--- config.mk ---
export PLATFORM = sky130hd
export DESIGN_NAME = temp_sample_sched
export DESIGN_NICKNAME = d
export VERILOG_FILES = /design/src/rtl/temp_sample_sched.sv
export SDC_FILE = /design/constraint.sdc
export NUM_CORES = 1
export LEC_CHECK = 0
export CORE_MARGIN = 2
export CORE_UTILIZATION = 48
export DETAILED_ROUTE_END_ITERATION = 12
export HOLD_SLACK_MARGIN = 0.1
export PLACE_DENSITY = 0.74
export SYNTH_ARGS = -nofsm -noshare
export SYNTH_HDL_FRONTEND = slang
export SYNTH_SLANG_ARGS = --single-unit
--- constraint.sdc ---
create_clock -name clk_in -period 1.85 [get_ports clk_in]
set_input_delay 0.37 -clock clk_in [delete_from_list [all_inputs] [get_ports clk_in]]
set_output_delay 0.37 -clock clk_in [all_outputs]
set_load 0.1 [all_outputs]
--- src/rtl/temp_sample_sched.sv ---
// temp_sample_sched: periodic / triggered sampling scheduler for the SPI
// temperature sensor. Generates the sample period, arbitrates manual
// triggers, runs the start/busy/done handshake with the SPI master, and
// holds the last sensor word plus sticky overrun/timeout status.
//
// state       | meaning
// ------------+----------------------------------------------------------
// S_IDLE      | no transaction; waiting for a pending request
// S_WAIT_IDLE | request pending but the SPI master is still busy
// S_START     | one-cycle start pulse to the SPI master, pending cleared
// S_WAIT_DONE | waiting for spi_done_in, guarded by the timeout counter
module temp_sample_sched #(
  parameter int CLK_PER_MS     = 180000,
  parameter int PERIOD_MS      = 1000,
  parameter int TIMEOUT_CYCLES = 4096,
  parameter int DATA_W         = 16
) (
  input  logic              clk_in,
  input  logic              rst_n_in,
  input  logic              enable_in,
  input  logic              trig_in,
  input  logic              clr_err_in,
  input  logic              spi_busy_in,
  input  logic              spi_done_in,
  input  logic [DATA_W-1:0] spi_data_in,
  output logic              spi_start_out,
  output logic [DATA_W-1:0] sample_out,
  output logic              sample_valid_out,
  output logic              sample_ready_out,
  output logic [7:0]        sample_cnt_out,
  output logic              overrun_err_out,
  output logic              timeout_err_out
);

  localparam int P_CYC = CLK_PER_MS * PERIOD_MS;
  localparam int PW    = $clog2(P_CYC) + 1;
  localparam int TW    = $clog2(TIMEOUT_CYCLES) + 1;
  localparam logic [PW-1:0] P_LAST = PW'(P_CYC - 1);
  localparam logic [TW-1:0] T_LAST = TW'(TIMEOUT_CYCLES - 1);

  typedef enum logic [1:0] {
    S_IDLE      = 2'd0,
    S_WAIT_IDLE = 2'd1,
    S_START     = 2'd2,
    S_WAIT_DONE = 2'd3
  } state_t;

  state_t            r_state;
  state_t            w_state_nxt;
  logic [PW-1:0]     r_period_cnt;
  logic [TW-1:0]     r_tout_cnt;
  logic              r_pending;
  logic [DATA_W-1:0] r_sample;
  logic              r_valid;
  logic              r_ready;
  logic [7:0]        r_cnt;
  logic              r_overrun;
  logic              r_timeout;

  logic w_period_hit;
  logic w_req;
  logic w_overrun;
  logic w_done_ok;
  logic w_tout_hit;

  assign w_period_hit = enable_in && (r_period_cnt == P_LAST);
  // A period tick and a trigger in the same cycle collapse into one request.
  assign w_req        = enable_in && (w_period_hit || trig_in);
  // In START the pending flag is being consumed, so a new request is not lost.
  assign w_overrun    = w_req && r_pending && (r_state != S_START);
  assign w_done_ok    = (r_state == S_WAIT_DONE) && spi_done_in;
  // Done on the last allowed cycle takes priority over the timeout.
  assign w_tout_hit   = (r_state == S_WAIT_DONE) && !spi_done_in &&
                        (r_tout_cnt == T_LAST);

  // Free-running sample period counter, held at zero while disabled.
  always_ff @(posedge clk_in) begin
    if (!rst_n_in || !enable_in) begin
      r_period_cnt <= '0;
    end else if (w_period_hit) begin
      r_period_cnt <= '0;
    end else begin
      r_period_cnt <= r_period_cnt + PW'(1);
    end
  end

  // Single-entry request latch; consumed by START, re-armable in the same cycle.
  always_ff @(posedge clk_in) begin
    if (!rst_n_in || !enable_in) begin
      r_pending <= 1'b0;
    end else if (w_req) begin
      r_pending <= 1'b1;
    end else if (r_state == S_START) begin
      r_pending <= 1'b0;
    end
  end

  // FSM state register.
  always_ff @(posedge clk_in) begin
    if (!rst_n_in) begin
      r_state <= S_IDLE;
    end else begin
      r_state <= w_state_nxt;
    end
  end

  // FSM next-state logic.
  always_comb begin
    w_state_nxt = r_state;
    case (r_state)
      S_IDLE: begin
        if (r_pending) begin
          w_state_nxt = spi_busy_in ? S_WAIT_IDLE : S_START;
        end
      end
      S_WAIT_IDLE: begin
        if (!r_pending) begin
          w_state_nxt = S_IDLE;
        end else if (!spi_busy_in) begin
          w_state_nxt = S_START;
        end
      end
      S_START: begin
        w_state_nxt = S_WAIT_DONE;
      end
      S_WAIT_DONE: begin
        if (w_done_ok || w_tout_hit) begin
          w_state_nxt = S_IDLE;
        end
      end
      default: begin
        w_state_nxt = S_IDLE;
      end
    endcase
  end

  // Timeout counter: cleared on start, counts cycles spent waiting for done.
  always_ff @(posedge clk_in) begin
    if (!rst_n_in) begin
      r_tout_cnt <= '0;
    end else if (r_state == S_START) begin
      r_tout_cnt <= '0;
    end else if ((r_state == S_WAIT_DONE) && !spi_done_in && !w_tout_hit) begin
      r_tout_cnt <= r_tout_cnt + TW'(1);
    end
  end

  // Sample capture, valid pulse, ready flag and wrapping sample counter.
  always_ff @(posedge clk_in) begin
    if (!rst_n_in) begin
      r_sample <= '0;
      r_valid  <= 1'b0;
      r_ready  <= 1'b0;
      r_cnt    <= 8'd0;
    end else begin
      r_valid <= w_done_ok;
      if (w_done_ok) begin
        r_sample <= spi_data_in;
        r_ready  <= 1'b1;
        r_cnt    <= r_cnt + 8'd1;
      end
    end
  end

  // Sticky error flags; a new error event beats a simultaneous clear.
  always_ff @(posedge clk_in) begin
    if (!rst_n_in) begin
      r_overrun <= 1'b0;
      r_timeout <= 1'b0;
    end else begin
      if (w_overrun) begin
        r_overrun <= 1'b1;
      end else if (clr_err_in) begin
        r_overrun <= 1'b0;
      end
      if (w_tout_hit) begin
        r_timeout <= 1'b1;
      end else if (clr_err_in) begin
        r_timeout <= 1'b0;
      end
    end
  end

  assign spi_start_out    = (r_state == S_START);
  assign sample_out       = r_sample;
  assign sample_valid_out = r_valid;
  assign sample_ready_out = r_ready;
  assign sample_cnt_out   = r_cnt;
  assign overrun_err_out  = r_overrun;
  assign timeout_err_out  = r_timeout;

endmodule

# After elaboration in Yosys (flattened, before gate mapping)
# Cells that the tools add are included.
[classes] magnitude_cmp=0 div=0 addsub=3 eq_ne=9 n_reduce_logical=22 mux=11 n_bitwise=1 shifts=0 multipliers=0
[op_table] cell="adder 29 x 1 -> 29 bit, second input constant" count=1
[op_table] cell="== test 29 x 28 -> 1 bit, second input constant" count=1
[op_table] cell="adder 13 x 1 -> 13 bit, second input constant" count=1
[op_table] cell="== test 13 x 12 -> 1 bit, second input constant" count=1
[op_table] cell="two-way mux 2 bit" count=5
[op_table] cell="adder 8 x 1 -> 8 bit, second input constant" count=1
[op_table] cell="logical AND 1 bit" count=8
[op_table] cell="one-hot mux 2 bit (4 select lines)" count=1
[op_table] cell="inequality test 2 bit, second input constant" count=3
[op_table] cell="nonzero test 2 bit" count=3
[op_table] cell="two-way mux 1 bit" count=5
[op_table] cell="== test 2 bit, second input constant" count=2
[op_table] cell="logical NOT 1 bit" count=4
[op_table] cell="OR reduction 2 bit" count=2
[op_table] cell="logical OR 1 bit" count=3
[op_table] cell="inequality test 3 bit, second input constant" count=1
[op_table] cell="AND reduction 3 bit" count=1
[op_table] cell="== test 2 x 1 -> 1 bit, second input constant" count=1
[op_table] cell="logical NOT 2 bit" count=1
[op_table] cell="inverter 1 bit" count=1
[totals] romBits=0 mem_count=0 latch_bits=0 regBits=73 ram_bits=0

# Depth between registers and ports, before layout
# Gate-level depths: netlist (run 1).
[depth] word_depth=7 mapped_depth=9 ltp_nobuf=6

# Worst setup path before layout (run 1)
# No wires, ideal clock.
[synth_timing] path_type="reg2reg" startpoint="register r_cnt[2] (netlist: sample_cnt_out[2])" endpoint="register r_cnt[5] (netlist: sample_cnt_out[5])" synth_period_minus_slack_ps=1922 setup_slack_ps=-72 required_ps=1735 setup_ps=115 path_stages_with_launch=6 arrival_ps=1807 cell_sequence="dfxtp_1 -> nand3_1 -> nor2_1 -> nand3_1 -> xnor2_1 -> and2_1"
[synth_via] elab_chain_len=1
[synth_rtl] item="start, declared" line_no="56" rtl="logic [7:0] r_cnt;"
[synth_rtl] item="start signal, assigned" line_no="160" rtl="r_cnt <= r_cnt + 8'd1;"
[synth_rtl] item="adder 8 x 1 -> 8 bit" line_no="160"
# No other way between the ends.
# A chain may end at the register's enable or synchronous reset.

# Worst setup path in the final report (run 1)
[layout_timing] startpoint="register r_period_cnt[18]" endpoint="register r_period_cnt[13]"
[layout_via] elab_chain_len=3
[layout_rtl] item="start, declared" line_no="50" rtl="logic [PW-1:0] r_period_cnt;"
[layout_rtl] item="start signal, assigned" line_no="83" rtl="r_period_cnt <= r_period_cnt + PW'(1);"
[layout_rtl] item="== test 29 x 28 -> 1 bit" line_no="66" rtl="assign w_period_hit = enable_in && (r_period_cnt == P_LAST);"
[layout_rtl] item="logical AND 1 bit" line_no="66"
[layout_rtl] item="OR reduction 2 bit (no source line)"
# No other way between the ends.

==> impl_metrics.ini, run 1 <==
[status]
outcome = finished clean

[cts]
cts_inserted_buffers = 9
htreeDepth = 3
cts_root_buf = clkbuf_8
cts.reportedPaths.clkPinSlew_ps = 80
cts_tree = yes
clock-sinks = 73
max-clock-path-buffers = 2
worstSkewPairLatency_ps = 350

[synth]
ys.flop_type = dfxtp_1
synth.largest_area_cell = dfxtp_1
yosysWarningCount = 0
yosysTopAreaCellShare = 0.451
async_flop_share = 0
ys_seq_area_frac = 0.451
syn_inst = 376
avgSynthCellArea_um2 = 8.63
synth_edf_count = 0
synth-seq-cells = 73
syn_area_mm2 = 0.00324
ys_top_cells_by_area = dfxtp_1 45%, xnor2_1 7.0%, nand2_1 6.7%
synth.distinct_cells = 48
synthesis.nets = 402

[floorplanning]
die_h_um = 86.2
coreArea_mm2 = 0.00646
initial_utilization = 0.502
boundaryPins = 52
die_w_um = 86.2
dieArea_mm2 = 0.00743
rows = 29

[sta]
min_period_ps = 1760
fmax_ghz = 0.568
slew_headroom = 0.742
final_hold_viol_count = 0
slew_viol_final = 0
worst_pin_slew_ps = 384
rsz0062_at_grt = no
skew_ps = 8.68
finalCritPeriodShare = 0.951
final-setup-viol-count = 0
setup_tns_ps = 0

[placement]
portBuffers = 51
gp_congestion = 0.890
dpl.cell_count = 524
dp_hpwl_mm = 5.37

[power]
p_sw_uw = 674
p_sw_frac = 0.228
leakagePower_nw = 1.62
p_int_mw = 2.28
p_clk_frac = 0.417
power_frac_comb = 0.047
ir_worst_vdd_uv = 624
power_density_mw_per_mm2 = 660
seqPwrFrac = 0.536

[final_layout]
syn_to_final_growth_pct = 38.0
diodes = 0
final_nets = 484
final_core_util = 0.693
finalNonFillerCells = 540
drive_gt1_frac = 0.201
fill_cells = 515

[worst_setup_path]
crit_start = r_period_cnt[18]
cp-end-kind = flip-flop
required_ps = 2090
cp-start-kind = flip-flop
crit_type = flip-flop to flip-flop
rrSetupSlack_ps = 90
worstPathArrival_ps = 2000
r2r_start = r_period_cnt[18]
cp_max_fo = 17

[grt]
grt_pass1_wl_mm = 12.7
top_usage_layer = met2
grt_pass1_vias = 2704
grt_usage = 0.217
grt-ovfl-total = 0
use_met3 = 0.0714
gr-usage-met2 = 0.359
use_met1 = 0.263
grt_max_degree = 24
antenna_found_initial = 0

[drt]
drt_iter0_markers = 133
finalWirelength_mm = 7.49
first_pass_iters = 4
wl_per_cell_um = 13.9
drc = 0
routed_via_density = 5.27
ant_nets = 0
vias = 2847

[job]
maxCapViolations = 0

[worst_hold_path]
worstHoldStart = sample_out[0]
hold_class = flip-flop to flip-flop
==> per-stage QoR <==
step	setup slack [ps]	total power [mW]	hold WS [ps]	instance area, µm²
after floorplan	9.47	1.68	453	3250
after global placement	-27.8	1.76	451	4270
after detailed placement	-70.6	1.76	457	4270
after CTS	59.3	2.98	468	4460
after global routing	3.20	3.08	492	4480
final	89.9	2.95	465	4480
==> cells by family (layout without fill, tap and decap cells) <==
family / count (synthesis) / in the layout / synth area share
flops: 73 / 73 / 0.451
xor+xnor: 36 / 36 / 0.0972
fa+ha+maj: 3 / 3 / 0.0116
compound gates: 42 / 42 / 0.0903
mux: 1 / 1 / 0.00309
buf+inv: 21 / 108 / 0.0324
simple gates: 200 / 200 / 0.315
==> path summary, 6_finish.rpt <==
kind	depth (start not counted)	endpoint
hold / removal	2	sample_out[0]
setup reg to reg	6	r_period_cnt[13]
hold reg to reg	2	sample_out[0]
setup / recovery	6	r_period_cnt[13]
==> flip-flops by register name, indices dropped and copies added (netlist names) <==
name / flops
timeout_err_out: 1
sample_ready_out: 1
sample_valid_out: 1
r_period_cnt: 29
r_tout_cnt: 13
sample_cnt_out: 8
overrun_err_out: 1
sample_out: 16
r_state: 2
r_pending: 1
==> cells in the mapped netlist, drive strengths merged, types with 2 or more instances <==
cell type   n
o22ai       2
buf         4
nand4      13
nand3      24
nand2b      3
nor4        5
and4        5
a31oi       3
nor3       13
a21oi       7
and3        9
inv         5
nand2      58
or2         2
or3         2
and2       10
xnor2      26
o21ai       3
ha          3
xor2       10
nor3b       3
and4b       2
or4b        2
clkbuf     12
dfxtp      73
nor2       43
nand4b      2
o31a        2
a21boi     17
==> power groups by stage <==
stage | clock network [mW] | logic, mW | registers (mW)
2_1_floorplan | 0 | 0.0509 | 1.63
6_report | 1.23 | 0.140 | 1.58
4_1_cts | 1.26 | 0.141 | 1.58
3_5_place_dp | 0 | 0.140 | 1.62
3_3_place_gp | 0 | 0.138 | 1.62
5_1_grt | 1.35 | 0.150 | 1.58
==> layout make-up <==
type	instances	area, µm²	share of cell area
Multi-Input combinational cell	282	1680	0.376
Sequential cell	73	1470	0.328
Timing Repair Buffer	87	1010	0.226
Clock buffer	10	128	0.0285
Tap cell	77	96.3	0.0215
Clock inverter	6	67.6	0.0151
Inverter	5	18.8	0.00419
==> layout by cell type (no fill, tap or decap), types with 2 or more instances in the layout <==
| cell type | netlist | final |
|---|---|---|
| and4b_1 | 2 | 2 |
| a31oi_1 | 3 | 3 |
| xnor2_1 | 26 | 26 |
| buf_12 | 1 | 24 |
| nand3_1 | 24 | 24 |
| o21ai_0 | 3 | 3 |
| a21boi_0 | 17 | 17 |
| xor2_1 | 10 | 10 |
| nand2b_1 | 3 | 3 |
| inv_1 | 5 | 5 |
| or3_1 | 2 | 2 |
| o22ai_1 | 2 | 2 |
| nor2_1 | 43 | 43 |
| nor3_1 | 13 | 13 |
| and2_1 | 10 | 10 |
| nor4_1 | 4 | 4 |
| nand4_1 | 13 | 13 |
| a21oi_2 | 0 | 2 |
| clkdlybuf4s50_1 | 0 | 22 |
| nand4b_1 | 2 | 2 |
| ha_1 | 3 | 3 |
| a21oi_1 | 7 | 5 |
| and3_1 | 9 | 9 |
| clkinvlp_4 | 0 | 2 |
| o31a_1 | 2 | 2 |
| dfxtp_1 | 73 | 66 |
| buf_4 | 0 | 40 |
| clkbuf_8 | 0 | 9 |
| dfxtp_2 | 0 | 7 |
| and4_1 | 5 | 5 |
| nor3b_1 | 2 | 2 |
| nand2_1 | 58 | 58 |
==> what timing repair did <==
action                                  in CTS  in global routing
endpoints found under the setup margin       9                 17
resized for setup                            0                  7
hold buffers                                 0                  0
setup buffers                                0                  0
pin swaps                                    1                  0
==> critical path: stages, from the launching register on <==
cell     delay (ps)
dfxtp_2         340
or4b_4          530
nor4_4          170
and3_1          250
or2_1           160
buf_12          150
nor2_1           50
==> per-layer routing <==
layer / share of wire / vias to the layer above
met5: 0 / -
met4: 0.018 / 0
met3: 0.052 / 14
met2: 0.48 / 70
met1: 0.45 / 1291
li1: - / 1472
No activity file was read; power rests on OpenSTA's default activity.
==> run 2: changes to the inputs <==
--- a/config.mk
+++ b/config.mk
@@ -9,7 +9,8 @@
 export CORE_UTILIZATION = 48
 export DETAILED_ROUTE_END_ITERATION = 12
 export HOLD_SLACK_MARGIN = 0.1
-export PLACE_DENSITY = 0.74
+export PLACE_DENSITY = 0.76
+export RECOVER_POWER = 25
 export SYNTH_ARGS = -nofsm -noshare
 export SYNTH_HDL_FRONTEND = slang
 export SYNTH_SLANG_ARGS = --single-unit
==> impl_metrics.ini, run 2 (same netlist as run 1, synthesis figures left out) <==
[worst_setup_path]
worstPathArrival_ps = 2020
rrSetupSlack_ps = 70
cp-start-kind = flip-flop
cp_max_fo = 4
reg2reg_depth = 4
r2r_end = r_state[1]
r2r_start = r_tout_cnt[5]
cp-end-kind = flip-flop
required_ps = 2090
crit_type = flip-flop to flip-flop

[grt]
grt_pass1_vias = 2864
use_met3 = 0.0381
top_usage_layer = met2
gr-usage-met2 = 0.374
antenna_found_initial = 0
grt-ovfl-total = 0
grt_usage = 0.216
grt_max_degree = 19
use_met1 = 0.261
grt_pass1_wl_mm = 12.8

[drt]
first_pass_iters = 4
finalWirelength_mm = 7.69
drc = 0
vias = 2974
wl_per_cell_um = 14.0
routed_via_density = 5.42
ant_nets = 0
drt_iter0_markers = 128

[power]
leakagePower_nw = 1.61
ir_worst_vdd_uv = 422
power_density_mw_per_mm2 = 713
power_frac_comb = 0.043
p_clk_frac = 0.445
seqPwrFrac = 0.511
p_sw_uw = 691
p_sw_frac = 0.223
p_int_mw = 2.40

[cts]
cts.reportedPaths.clkPinSlew_ps = 80
cts_inserted_buffers = 9
cts_tree = yes
max-clock-path-buffers = 2
htreeDepth = 3
worstSkewPairLatency_ps = 350
clock-sinks = 73
cts_root_buf = clkbuf_8

[sta]
min_period_ps = 1780
final-setup-viol-count = 0
hold_ws_ps = 465
finalCritPeriodShare = 0.961
slew_headroom = 0.622
setup_tns_ps = 0
worst_pin_slew_ps = 567
final_hold_viol_count = 0
fmax_ghz = 0.563
slew_viol_final = 0
skew_ps = 6.00

[final_layout]
drive_gt1_frac = 0.201
finalNonFillerCells = 549
final_nets = 493
fill_cells = 540
final_common_cell = dfxtp_1
layout_common_cells = 69 x dfxtp_1, 58 x nand2_1, 45 x buf_4, 43 x nor2_1, 26 x xnor2_1
largest-register = r_period_cnt
syn_to_final_growth_pct = 33.9
multi_input_area_mm2 = 0.00168
regArea_mm2 = 0.00147
diodes = 0
largest_register_ffs = 29

[placement]
portBuffers = 51
dpl.cell_count = 530
dp_hpwl_mm = 5.64
gp_congestion = 0.906

[status]
outcome = finished clean

[floorplanning]
coreArea_mm2 = 0.00646
dieArea_mm2 = 0.00743
rows = 29
boundaryPins = 52
initial_utilization = 0.502
die_h_um = 86.2
die_w_um = 86.2

[worst_hold_path]
hold_class = flip-flop to flip-flop
whs_path_depth = 2
min_to = sample_out[14]
worstHoldStart = sample_out[14]

[job]
maxCapViolations = 0
-- run 2: cell count changes in the layout (fill, tap and decap cells not counted), sizes merged --
cell,change
bufinv,+1
clkinv,+2
clkdlybuf4s50,-1
clkinvlp,-1
buf,-9
inv,-1
dlygate4sd3,+1
clkbuf,+17
-- run 2: how the worst max path moves through the flow --
stage | start | slack (ps) | end
floorplan | sample_cnt_out[3] | 9 | sample_cnt_out[6]
global route | r_period_cnt[15] | -6 | r_period_cnt[26]
CTS | r_period_cnt[16] | 40 | r_period_cnt[24]
detailed placement | spi_done_in | -130 | r_tout_cnt[10]
finish | r_tout_cnt[5] | 70 | r_state[1]
global placement | spi_done_in | -3 | r_tout_cnt[4]
-- run 2: what timing repair did --
item                                    CTS  global route
endpoints found under the setup margin    0            11
buffers inserted                          0             3
hold buffers                              0             0
gates resized for setup                   0             3
-- run 2: final cells by class --
cell class                 instances  area share
clock inverter                     7      0.0219
timing repair buffer              96       0.199
sequential                        73       0.338
tap                               77      0.0222
clock buffer                       9      0.0285
multi-input combinational        282       0.387
inverter                           5     0.00432
-- run 2: worst max-delay path: stages, from the launching register on --
cell and delay, ps:
dfxtp_1 400, nand4_1 190, or4_1 580, nor3b_2 220, o31a_1 280
-- run 2: per-layer routing --
metal,part of all wire,vias to the layer above,routed length (µm)
li1,-,1486,-
met1,0.44,1393,3410
met2,0.49,79,3800
met3,0.045,16,343
met4,0.017,0,131
met5,0,-,0
-- run 2: power by group through the flow --
stage               Sequential [mW]  Clock (mW)  Combinational [mW]
floorplan                      1.63           0              0.0509
global placement               1.62           0               0.135
detailed placement             1.62           0               0.137
CTS                            1.58        1.41               0.138
global route                   1.58        1.46               0.145
finish                         1.58        1.38               0.134
-- run 2: through the flow --
step / power, mW / setup slack (ps) / area (µm²) / utilization
2_1_floorplan: 1.68 / 9.47 / 3250 / -
3_3_place_gp: 1.75 / -2.88 / 4310 / 0.667
3_5_place_dp: 1.76 / -127 / 4310 / 0.667
4_1_cts: 3.13 / 38.3 / 4530 / 0.701
5_1_grt: 3.19 / -5.92 / 4340 / 0.672
6_report: 3.10 / 72.4 / 4340 / 0.672
